==> src/rtl/cfg_logic_tile.sv <==
// Configurable logic tile: N K-input LUT slices, each with an optional output flop,
// programmed through a serial ready/valid shift chain that daisy-chains to the next tile.
module cfg_logic_tile #(
   parameter int K = 5,
   parameter int N = 2
) (
   input  logic           clock,
   input  logic           reset_n,
   input  logic           cfg_start,
   input  logic           cfg_valid,
   input  logic           cfg_data,
   output logic           cfg_ready,
   output logic           cfg_out,
   output logic           cfg_done,
   input  logic           ce,
   input  logic [N*K-1:0] in,
   output logic [N-1:0]   out
);

   localparam int LUT_SIZE   = 2**K;
   localparam int SLICE_BITS = LUT_SIZE + 1;
   localparam int CFG_BITS   = N * SLICE_BITS;
   localparam int CNT_W      = $clog2(CFG_BITS + 1);

   typedef enum logic [1:0] {
      IDLE,
      LOAD,
      ACTIVE
   } state_t;

   state_t              state_q, state_d;
   logic [CFG_BITS-1:0] chain_q, chain_d;
   logic [CNT_W-1:0]    cnt_q, cnt_d;
   logic [N-1:0]        q_q, q_d;
   logic [N-1:0]        lut;
   logic [N-1:0]        mode;

   generate
      for (genvar gi = 0; gi < N; gi++) begin : g_slice
         logic [LUT_SIZE-1:0] truth;
         assign truth    = chain_q[gi*SLICE_BITS +: LUT_SIZE];
         assign mode[gi] = chain_q[gi*SLICE_BITS + LUT_SIZE];
         assign lut[gi]  = truth[in[gi*K +: K]];
         // Outputs are forced low whenever the tile is not fully configured.
         assign out[gi]  = (state_q == ACTIVE) & (mode[gi] ? q_q[gi] : lut[gi]);
      end
   endgenerate

   always_comb begin
      state_d = state_q;
      chain_d = chain_q;
      cnt_d   = cnt_q;
      q_d     = q_q;
      case (state_q)
         IDLE: begin
            if (cfg_start) begin
               state_d = LOAD;
               cnt_d   = '0;
               q_d     = '0;
            end
         end
         LOAD: begin
            // A restart wins over a bit arriving in the same cycle; chain contents survive.
            if (cfg_start) begin
               cnt_d = '0;
               q_d   = '0;
            end else if (cfg_valid) begin
               chain_d = {cfg_data, chain_q[CFG_BITS-1:1]};
               if (cnt_q == CNT_W'(CFG_BITS - 1)) begin
                  state_d = ACTIVE;
                  cnt_d   = '0;
               end else begin
                  cnt_d = cnt_q + CNT_W'(1);
               end
            end
         end
         ACTIVE: begin
            if (cfg_start) begin
               state_d = LOAD;
               cnt_d   = '0;
               q_d     = '0;
            end else if (ce) begin
               q_d = lut;
            end
         end
         default: state_d = IDLE;
      endcase
   end

   always_ff @(posedge clock or negedge reset_n) begin
      if (!reset_n) begin
         state_q <= IDLE;
         chain_q <= '0;
         cnt_q   <= '0;
         q_q     <= '0;
      end else begin
         state_q <= state_d;
         chain_q <= chain_d;
         cnt_q   <= cnt_d;
         q_q     <= q_d;
      end
   end

   assign cfg_ready = (state_q == LOAD);
   assign cfg_done  = (state_q == ACTIVE);
   assign cfg_out   = chain_q[0];

endmodule

==> config.mk <==
export PLATFORM = sky130hd
export DESIGN_NAME = cfg_logic_tile
export DESIGN_NICKNAME = d
export VERILOG_FILES = /design/src/rtl/cfg_logic_tile.sv
export SDC_FILE = /design/constraint.sdc
export NUM_CORES = 1
export LEC_CHECK = 0
export ABC_CLOCK_PERIOD_IN_PS = 1700
export CAP_MARGIN = 20
export CORE_ASPECT_RATIO = 0.7
export CORE_MARGIN = 4
export CORE_UTILIZATION = 35
export CTS_BUF_LIST = sky130_fd_sc_hd__clkbuf_4 sky130_fd_sc_hd__clkbuf_8 sky130_fd_sc_hd__clkbuf_16
export DETAILED_ROUTE_END_ITERATION = 10
export GPL_ROUTABILITY_DRIVEN = 0
export GPL_TIMING_DRIVEN = 0
export PLACE_DENSITY = 0.58
export SYNTH_ARGS = -nofsm -noshare
export SYNTH_HDL_FRONTEND = slang
export SYNTH_SLANG_ARGS = --single-unit
==> constraint.sdc <==
create_clock -name clock -period 1.7 [get_ports clock]
set_input_delay 0.255 -clock clock [delete_from_list [all_inputs] [get_ports clock]]
set_output_delay 0.255 -clock clock [all_outputs]
set_load 0.01 [all_outputs]
---- Word-level counts from Yosys, hierarchy flattened ----
Index checks and enable logic that the tools add are counted.
word-level totals
  bits of input ports ..................... 16
  register bits ........................... 77
  output and inout bits ................... 5
  word-level logic and storage cells ...... 49
cells by class
  bitwise gates (word level) .............. 3
  order comparisons ....................... 2
  reduce and logical (&&, ||, !) cells .... 9
  add/subtract/negate cells ............... 1
  equality and inequality tests ........... 10
  mux-type cells .......................... 20
operators by type and width
  operator             number
  $mux 7               4
  $mux 2               7
  $pmux 7 s2           1
  $lt 5x6->1 const B   2
  $bmux 1 s5           2
  $reduce_and 3->1     3
  $pmux 2 s2           2
  $add 7x1->7 const B  1
  $eq 7x7->1 const B   1
  $ne 2x1->1 const B   3
  $mux 1               4
  $ne 2x2->1 const B   2
  $reduce_and 4->1     1
  $reduce_bool 2->1    2
  $reduce_or 2->1      2
  $ne 3x2->1 const B   1
  $ne 3x3->1 const B   1
  $and 1x1->1          2
  $eq 2x1->1 const B   1
  $eq 2x2->1 const B   1
  $logic_not 2->1      1
  $not 1->1            1

---- Depth between registers and ports, before layout ----
Gate-level depths: netlist of run 1.
  depth in word-level cells ............... 5
  depth in mapped cells ................... 8
  gate-level depth less buffers ........... 6

---- Least setup slack after synthesis of run 1 ----
No wires, ideal clock.
  path kind ............................... reg2reg
  start ................................... register state_q[1]
  end ..................................... register chain_q[0]
  setup slack ............................. 80 ps
  setup time .............................. 125 ps
  required time ........................... 1575 ps
  arrival ................................. 1495 ps
  cell stages (with the launch flop) ...... 7
  cell sequence ........................... dfrtp_1 > nor2b_2 > and3b_1 > buf_6 > buf_6 > buf_6 > mux2_4
on the way
  cells in the longest elaborated chain, start to end .. 2
ends and longest elaborated chain
  what                               line  RTL
  start, declared                    31    state_t state_q, state_d;
  start signal, assigned             97    state_q <= state_d;
  $eq 2x1->1                         --
  named net cfg_ready                12    output logic cfg_ready,
  $reduce_and 3->1 (no source line)  --
  end signal, assigned               98    chain_q <= chain_d;
  end, declared                      32    logic [CFG_BITS-1:0] chain_q, chain_d;
The timed path passes the listed nets, and every way through them passes these cells.
A chain may end at the register's enable or synchronous reset.

---- Worst setup path after layout of run 1 ----
  start ................................... register chain_q[55]
  end ..................................... output out[1]
on the way
  cells in the longest elaborated chain, start to end .. 4
ends and longest elaborated chain
  what                          line  RTL
  $bmux 1 s5                    43    assign lut[gi] = truth[in[gi*K +: K]];
  $mux 1 (not written as such)  43
  $mux 1                        45    assign out[gi] = (state_q == ACTIVE) & (mode[gi] ? q_q[gi] : lut[gi]);
  $and 1x1->1                   45
  end, declared                 17    output logic [N-1:0] out
No other way between the ends. The select of a mux whose other input is x is not followed.

==> key figures, run 1 <==
Timing
  • Setup violation total in the final timing report: 7
  • Final Worst Setup Slack: -0.357 ns
  • Final-report hold violation count: 0
  • Clock tree skew after final layout: 0.00537 ns
  • Max Slew Vio Count: 0
  • Post-route minimum period: 2.06 ns
  • Slew at the pin with the worst max-slew slack: 0.397 ns
  • Worst Hold Slack: 0.378 ns
  • Post-route clock period utilization: 121%
  • Fmax: 486 MHz
  • RSZ-0062 raised after global routing: true
  • Worst relative slew slack: 73.5%

Clocking
  • Clock tree root driver cell: sky130_fd_sc_hd__clkbuf_16
  • Maximum number of buffers from clock root to sink: 2
  • Clock-pin slew on the worst setup and hold paths: 0.06 ns
  • TritonCTS clock tree: built
  • Inserted Clock Buffers: 9
  • Maximum level of the CTS H-tree: 3
  • CTS sink cnt: 77
  • Clock latency at the later pin of the worst-skew pair: 0.33 ns

Die
  • Die Height: 95.1 um
  • Core outline area: 10500 um2
  • Area enclosed by the die boundary: 12600 um2
  • Boundary Pins: 21
  • Cell row count: 31
  • Initial standard-cell utilization of the core: 36.2%
  • Width of the die: 132 um

Critical path
  • Critical path capture point type: output port
  • Count of cells along the worst register-to-register path: 5
  • Worst flop-to-flop path endpoint: cnt_q[5]
  • Worst Path Class, Setup: reg2out
  • Type of element launching the critical path: flip-flop
  • Launch point of the worst reg-to-reg path: cnt_q[2]
  • Termination of the worst setup path: out[1]
  • First element of the critical path: chain_q[55]
  • WP data arrival: 1.80 ns
  • Crit path required time: 1.44 ns
  • Register-to-register path setup slack: -0.02 ns
  • Critical-path maximum fanout: 3

Yosys
  • Yosys warning total: 0
  • Post-Synthesis Mean Instance Area: 13.1 um2
  • Post-synth top area share: 50.8%
  • Yosys reg bits: 77
  • Synthesized Nets: 308
  • Mapped Area: 3790 um2
  • Part of the Yosys area used for sequential elements: 50.8%
  • FFs w/ async S/R, synth: 100%
  • Number of cells produced by synthesis: 290
  • Most frequently used flop master after synthesis: sky130_fd_sc_hd__dfrtp_1
  • Leading cell types by total area after synthesis: sky130_fd_sc_hd__dfrtp_1 51%, sky130_fd_sc_hd__mux2_2 14%, sky130_fd_sc_hd__mux2i_1 8.5%
  • Leading area contributor after synthesis: sky130_fd_sc_hd__dfrtp_1
  • Post-synth EDFFs: 0
  • Post-synth cell types: 39

Routing
  • DR pass1 iterations: 4
  • Via density per instance: 4.96
  • Post-detailed-route wirelength per cell: 15.4 um
  • Routed WL: 7310 um
  • Post-route antenna net violation count: 0
  • Number of DRC violations after detailed routing: 0
  • Starting DRT DRC Count: 161
  • Via Count: 2360

Finish
  • Most common cell after layout, fill and taps aside: sky130_fd_sc_hd__dfrtp_1
  • Area growth from synthesis to final layout: 24.2%
  • Fraction of final layout cells with drive strength greater than 1: 41.9%
  • Nets: 358
  • Diode count: 0
  • Filler cells: 948
  • Commonest non-fill, non-tap cells in the layout: 75 x sky130_fd_sc_hd__dfrtp_1, 48 x sky130_fd_sc_hd__mux2_2, 32 x sky130_fd_sc_hd__mux2i_1

Power and ir drop
  • Power share of the sequential group: 46.7%
  • Clock Power Share: 37.5%
  • Leakage power of the design: 0.00228 uW
  • Combinational fraction of design power: 15.8%
  • Power spent charging and discharging nets: 1160 uW
  • Internal Pwr Total: 3460 uW
  • Worst IR drop on VDD: 0.434 mV
  • Total power per unit cell area: 982 nW/um2
  • Switching portion of total power: 25.2%

GRT
  • Global-route congestion overflow total: 0
  • First-pass GRT wire length: 12500 um
  • Maximum number of pins on one net before global-route repair: 53
  • Initial antenna violation count: 0
  • Number of global-route vias before repair: 2450
  • Global-route usage over all layers: 12.6%

Place
  • Worst setup slack after placement: -1.07 ns
  • Port Buffers: 18
  • HPWL reported at the end of detailed placement: 4890 um

Job
  • Max-cap viol count: 0

Worst hold path
  • Class of the tightest hold or removal check: in2async

Status
  • Failing checks: negative setup slack
  • Outcome: complete, but fails checks
[worst min path at each step]
stage                     startpoint     endpoint  slack [ns]  depth (start not counted)
after floorplan              reset_n   chain_q[0]       -0.04                          0
after global placement        q_q[1]       q_q[1]        0.46                          2
after detailed placement     reset_n  chain_q[52]        0.20                          1
after CTS                    reset_n  chain_q[51]        0.37                          2
after global routing         reset_n  chain_q[53]        0.43                          2
final                        reset_n  chain_q[51]        0.38                          2
[logic make-up (layout without fill, tap and decap cells)]
logic type | count (synthesis) | in the layout | synth area share (%)
xor+xnor | 4 | 4 | 0.924
compound gates | 33 | 33 | 5.84
simple gates | 61 | 61 | 8.85
flops | 77 | 77 | 50.8
fa+ha+maj | 2 | 2 | 0.660
buf+inv | 16 | 70 | 3.43
mux | 97 | 97 | 29.4
[flip-flops by register name, summed over array words and instances, names as in the netlist]
register,flops
q_q,2
chain_q,66
cnt_q,7
state_q,2
[area by class of cell]
type / count / area, um2 / share of cell area (%)
sequential: 77 / 1930 / 41.0
buffer: 13 / 159 / 3.38
inverter: 3 / 11.3 / 0.239
multi-input combinational: 197 / 1840 / 39.0
clock inverter: 5 / 27.5 / 0.585
clock buffer: 10 / 239 / 5.08
timing repair buffer: 39 / 338 / 7.18
tap: 132 / 165 / 3.51
[cell usage after synthesis (2+ instances only)]
| library cell | count |
|---|---|
| sky130_fd_sc_hd__a211oi_1 | 2 |
| sky130_fd_sc_hd__a21o_1 | 2 |
| sky130_fd_sc_hd__a21oi_1 | 11 |
| sky130_fd_sc_hd__a22o_1 | 2 |
| sky130_fd_sc_hd__a22oi_1 | 8 |
| sky130_fd_sc_hd__and2_1 | 2 |
| sky130_fd_sc_hd__buf_2 | 4 |
| sky130_fd_sc_hd__buf_4 | 3 |
| sky130_fd_sc_hd__buf_6 | 5 |
| sky130_fd_sc_hd__dfrtp_1 | 77 |
| sky130_fd_sc_hd__ha_1 | 2 |
| sky130_fd_sc_hd__inv_1 | 3 |
| sky130_fd_sc_hd__mux2_2 | 48 |
| sky130_fd_sc_hd__mux2_4 | 17 |
| sky130_fd_sc_hd__mux2i_1 | 32 |
| sky130_fd_sc_hd__nand2_1 | 20 |
| sky130_fd_sc_hd__nand2b_1 | 3 |
| sky130_fd_sc_hd__nand3_1 | 6 |
| sky130_fd_sc_hd__nand4_1 | 3 |
| sky130_fd_sc_hd__nor2_1 | 9 |
| sky130_fd_sc_hd__nor2b_1 | 5 |
| sky130_fd_sc_hd__nor3_1 | 2 |
| sky130_fd_sc_hd__nor3b_2 | 2 |
| sky130_fd_sc_hd__o21ai_0 | 4 |
| sky130_fd_sc_hd__xor2_1 | 4 |
[worst max-delay path, stage by stage, from the launching register on]
cell                       delay (ns)
sky130_fd_sc_hd__dfrtp_1         0.39
sky130_fd_sc_hd__mux2i_1         0.19
sky130_fd_sc_hd__a22oi_1         0.10
sky130_fd_sc_hd__nand4b_1        0.12
sky130_fd_sc_hd__a21oi_2         0.06
sky130_fd_sc_hd__a311oi_4        0.33
sky130_fd_sc_hd__a211oi_2        0.12
sky130_fd_sc_hd__buf_2           0.16
[through the flow]
| stage | instances | cell area [um2] | util [%] | total power, uW | TNS (ns) |
|---|---|---|---|---|---|
| 6_report | 476 | 4710 | 44.9 | 4620 | -0.630 |
| 5_1_grt | 476 | 4710 | 44.9 | 4860 | -1.28 |
| 4_1_cts | 471 | 4600 | 43.9 | 4660 | -0.550 |
| 3_5_place_dp | 441 | 4160 | 39.7 | 2780 | -19.21 |
| 3_3_place_gp | 440 | 4140 | 39.5 | 2760 | -201.21 |
| 2_1_floorplan | 290 | 3790 | - | 2580 | 0 |
[layer usage]
| layer | wire length [um] | vias to the layer above | track usage [%] |
|---|---|---|---|
| met3 | 232 | 6 | 4.17 |
| met2 | 3180 | 26 | 17.7 |
| met1 | 3810 | 1179 | 17.9 |
| met4 | 87 | 0 | 5.19 |
| li1 | - | 1149 | - |
| met5 | 0 | - | 0 |
[power by group through the flow]
stage	logic (uW)	clock network [uW]	registers (uW)
CTS	698	1810	2150
global route	801	1880	2180
detailed placement	581	0	2200
floorplan	429	0	2150
global placement	565	0	2200
finish	729	1730	2160
[timing repair]
| item | 4_1_cts | 5_1_grt |
|---|---|---|
| endpoints found under the setup margin | 17 | 67 |
| gates resized for setup | 36 | 20 |
| hold buffers | 1 | 0 |
| hold endpoints to repair | 25 | 0 |
| setup buffers | 14 | 5 |
| pin swaps | 13 | 13 |
Note: power is estimated with default switching activity, not from simulation.
==> run 2, diff against run 1 <==
Settings changed: CORE_ASPECT_RATIO 0.7 to 1.25, SETUP_SLACK_MARGIN from default to 0.15, TNS_END_PERCENT from default to 50.
==> key figures, run 2 (synthesis results as in run 1) <==
Critical path
  • Launch point of the worst reg-to-reg path: chain_q[2]
  • Critical path, cell by cell: mux2i_1, a22oi_1, nand4b_1, a21oi_2, a311oi_4, a211oi_2, buf_2
  • Crit path required time: 1.44 ns (about the same)
  • Critical path buffer and inverter count: 1 (unchanged)
  • Slowest-stage cell, CP: sky130_fd_sc_hd__dfrtp_1
  • WP data arrival: 1.82 ns (+0.02 ns)
  • Worst flop-to-flop path endpoint: q_q[0]
  • Critical-path maximum fanout: 3 (unchanged)
  • Count of cells along the worst register-to-register path: 10 (+5)
  • Critical Path Max Stage Delay: 0.36 ns (-0.03 ns)
  • Register-to-register path setup slack: -0.11 ns (-0.09 ns)
  • Largest delay contributor family on the critical path: compound AO/OA/AOI/OAI gates
  • Critical path capture point type: output port
  • Worst Path Class, Setup: reg2out
  • Type of element launching the critical path: flip-flop

Timing
  • Setup violation total in the final timing report: 4 (-3)
  • Worst relative slew slack: 72.0% (-1.5 points)
  • Fmax: 483 MHz (-0.73%)
  • Worst Hold Slack: 0.334 ns (-0.0440 ns)
  • Final-report hold violation count: 0 (unchanged)
  • Post-route minimum period: 2.07 ns (+0.0152 ns)
  • RSZ-0062 raised after global routing: true
  • Clock tree skew after final layout: 0.00537 ns (-0.000000420 ns)
  • Final Worst Setup Slack: -0.372 ns (-0.0152 ns)
  • Slew at the pin with the worst max-slew slack: 0.420 ns (+0.0232 ns)
  • Max Slew Vio Count: 0 (unchanged)
  • Post-route clock period utilization: 122% (+0.89 points)

Die
  • Area enclosed by the die boundary: 12600 um2 (-0.13%)
  • Core outline area: 10600 um2 (+1.4%)
  • Initial standard-cell utilization of the core: 35.7% (-0.49 points)
  • Die Height: 124 um (+31%)
  • Cell row count: 42 (+35%)
  • Boundary Pins: 21 (unchanged)
  • Width of the die: 101 um (-24%)

Routing
  • Number of DRC violations after detailed routing: 0 (unchanged)
  • Via Count: 2420 (+2.5%)
  • Post-detailed-route wirelength per cell: 15.2 um (-0.96%)
  • Post-route antenna net violation count: 0 (unchanged)
  • DR pass1 iterations: 4 (unchanged)
  • Via density per instance: 4.99 (+0.64%)
  • Starting DRT DRC Count: 55 (-66%)
  • Routed WL: 7380 um (+0.92%)

Clocking
  • Maximum number of buffers from clock root to sink: 2 (unchanged)
  • Clock-pin slew on the worst setup and hold paths: 0.06 ns (about the same)
  • Maximum level of the CTS H-tree: 3 (unchanged)
  • Clock tree root driver cell: sky130_fd_sc_hd__clkbuf_16
  • CTS sink cnt: 77 (unchanged)
  • TritonCTS clock tree: built
  • Clock latency at the later pin of the worst-skew pair: 0.33 ns (about the same)
  • Inserted Clock Buffers: 9 (unchanged)

Finish
  • Fraction of final layout cells with drive strength greater than 1: 43.6% (+1.8 points)
  • Largest register by flop count: chain_q
  • Area growth from synthesis to final layout: 29.5%
  • Diode count: 0 (unchanged)
  • Most common cell after layout, fill and taps aside: sky130_fd_sc_hd__dfrtp_1
  • Commonest non-fill, non-tap cells in the layout: 76 x sky130_fd_sc_hd__dfrtp_1, 40 x sky130_fd_sc_hd__mux2_2, 31 x sky130_fd_sc_hd__mux2i_1
  • Regs by FF count: chain_q (66), cnt_q (7)
  • Total non-filler cell area in the finished layout: 4910 um2 (+4.3%)
  • Number of flip-flops under the largest register name: 66 (unchanged)
  • Nets: 368 (+2.8%)

Place
  • Port Buffers: 18 (unchanged)
  • Total cell area at the placement stage: 4190 um2 (+0.81%)
  • HPWL reported at the end of detailed placement: 4860 um (-0.54%)

GRT
  • Global-route congestion overflow total: 0 (unchanged)
  • Number of global-route vias before repair: 2541 (+3.7%)
  • Maximum number of pins on one net before global-route repair: 62 (+17%)
  • Initial antenna violation count: 0 (unchanged)
  • First-pass GRT wire length: 12200 um (-2.4%)
  • Global-route usage over all layers: 12.3% (-0.35 points)

Power and ir drop
  • Total power per unit cell area: 941 nW/um2 (-4.1%)
  • Leakage power of the design: 0.00239 uW (+4.9%)
  • Worst IR drop on VDD: 0.403 mV (-7.1%)

Status
  • Outcome: complete, but fails checks
  • Failing checks: negative setup slack

Job
  • Max-cap viol count: 0 (unchanged)

Worst hold path
  • Class of the tightest hold or removal check: in2async
-- run 2: routing by layer --
layer	up-vias	track usage, %	wire length (um)
met5	-	0	0
met3	15	2.18	185
met1	1219	15.2	3110
met4	0	7.04	224
met2	25	19.8	3860
li1	1161	-	-
-- run 2: metrics by stage --
| step | cells | util, % | setup slack, ns | TNS, ns | power, uW |
|---|---|---|---|---|---|
| floorplan | 290 | - | 0.145 | 0 | 2590 |
| global placement | 440 | 39.3 | -2.61 | -197.62 | 2770 |
| detailed placement | 441 | 39.5 | -0.980 | -18.90 | 2800 |
| CTS | 476 | 44.6 | -0.379 | -0.818 | 4610 |
| global route | 485 | 46.2 | -0.466 | -1.20 | 4850 |
| finish | 485 | 46.2 | -0.372 | -0.763 | 4620 |
-- run 2: timing repair --
| action | CTS | global route |
|---|---|---|
| endpoints found under the hold margin | 16 | 0 |
| resized for setup | 58 | 22 |
| setup endpoints to repair | 70 | 78 |
| hold buffers | 1 | 0 |
| pin swaps | 18 | 13 |
| buffers inserted | 19 | 9 |
| gates cloned | 1 | 0 |
-- run 2: worst reg2reg max path: cells and delay by family, from the launching register on --
kind	cells	cell delay (ns)
mux	1	0.19
buf+inv	5	0.58
simple gates	2	0.21
flops	1	0.40
compound gates	2	0.32
-- run 2: final cells by class --
type / instances / area [um2]
fillers: 1000 / 5710
clock inverters: 2 / 12.5
repair buffers: 49 / 470
clock buffers: 12 / 248
flip-flops and latches: 77 / 1930
well taps: 132 / 165
inverters: 3 / 11.3
multi-input cells: 197 / 1900
plain buffers: 13 / 178
-- run 2: how the worst max path moves through the flow --
stage,from,to,cells after the start
after floorplan,state_q[1],chain_q[0],6
after global placement,reset_n,state_q[1],1
after detailed placement,in[7],out[1],8
after CTS,chain_q[56],out[1],7
after global routing,chain_q[56],out[1],7
final,chain_q[56],out[1],7
-- run 2: report_power, final --
group	internal (uW)	switching, uW
combinational	461	306
clock	1020	681
sequential	2020	134
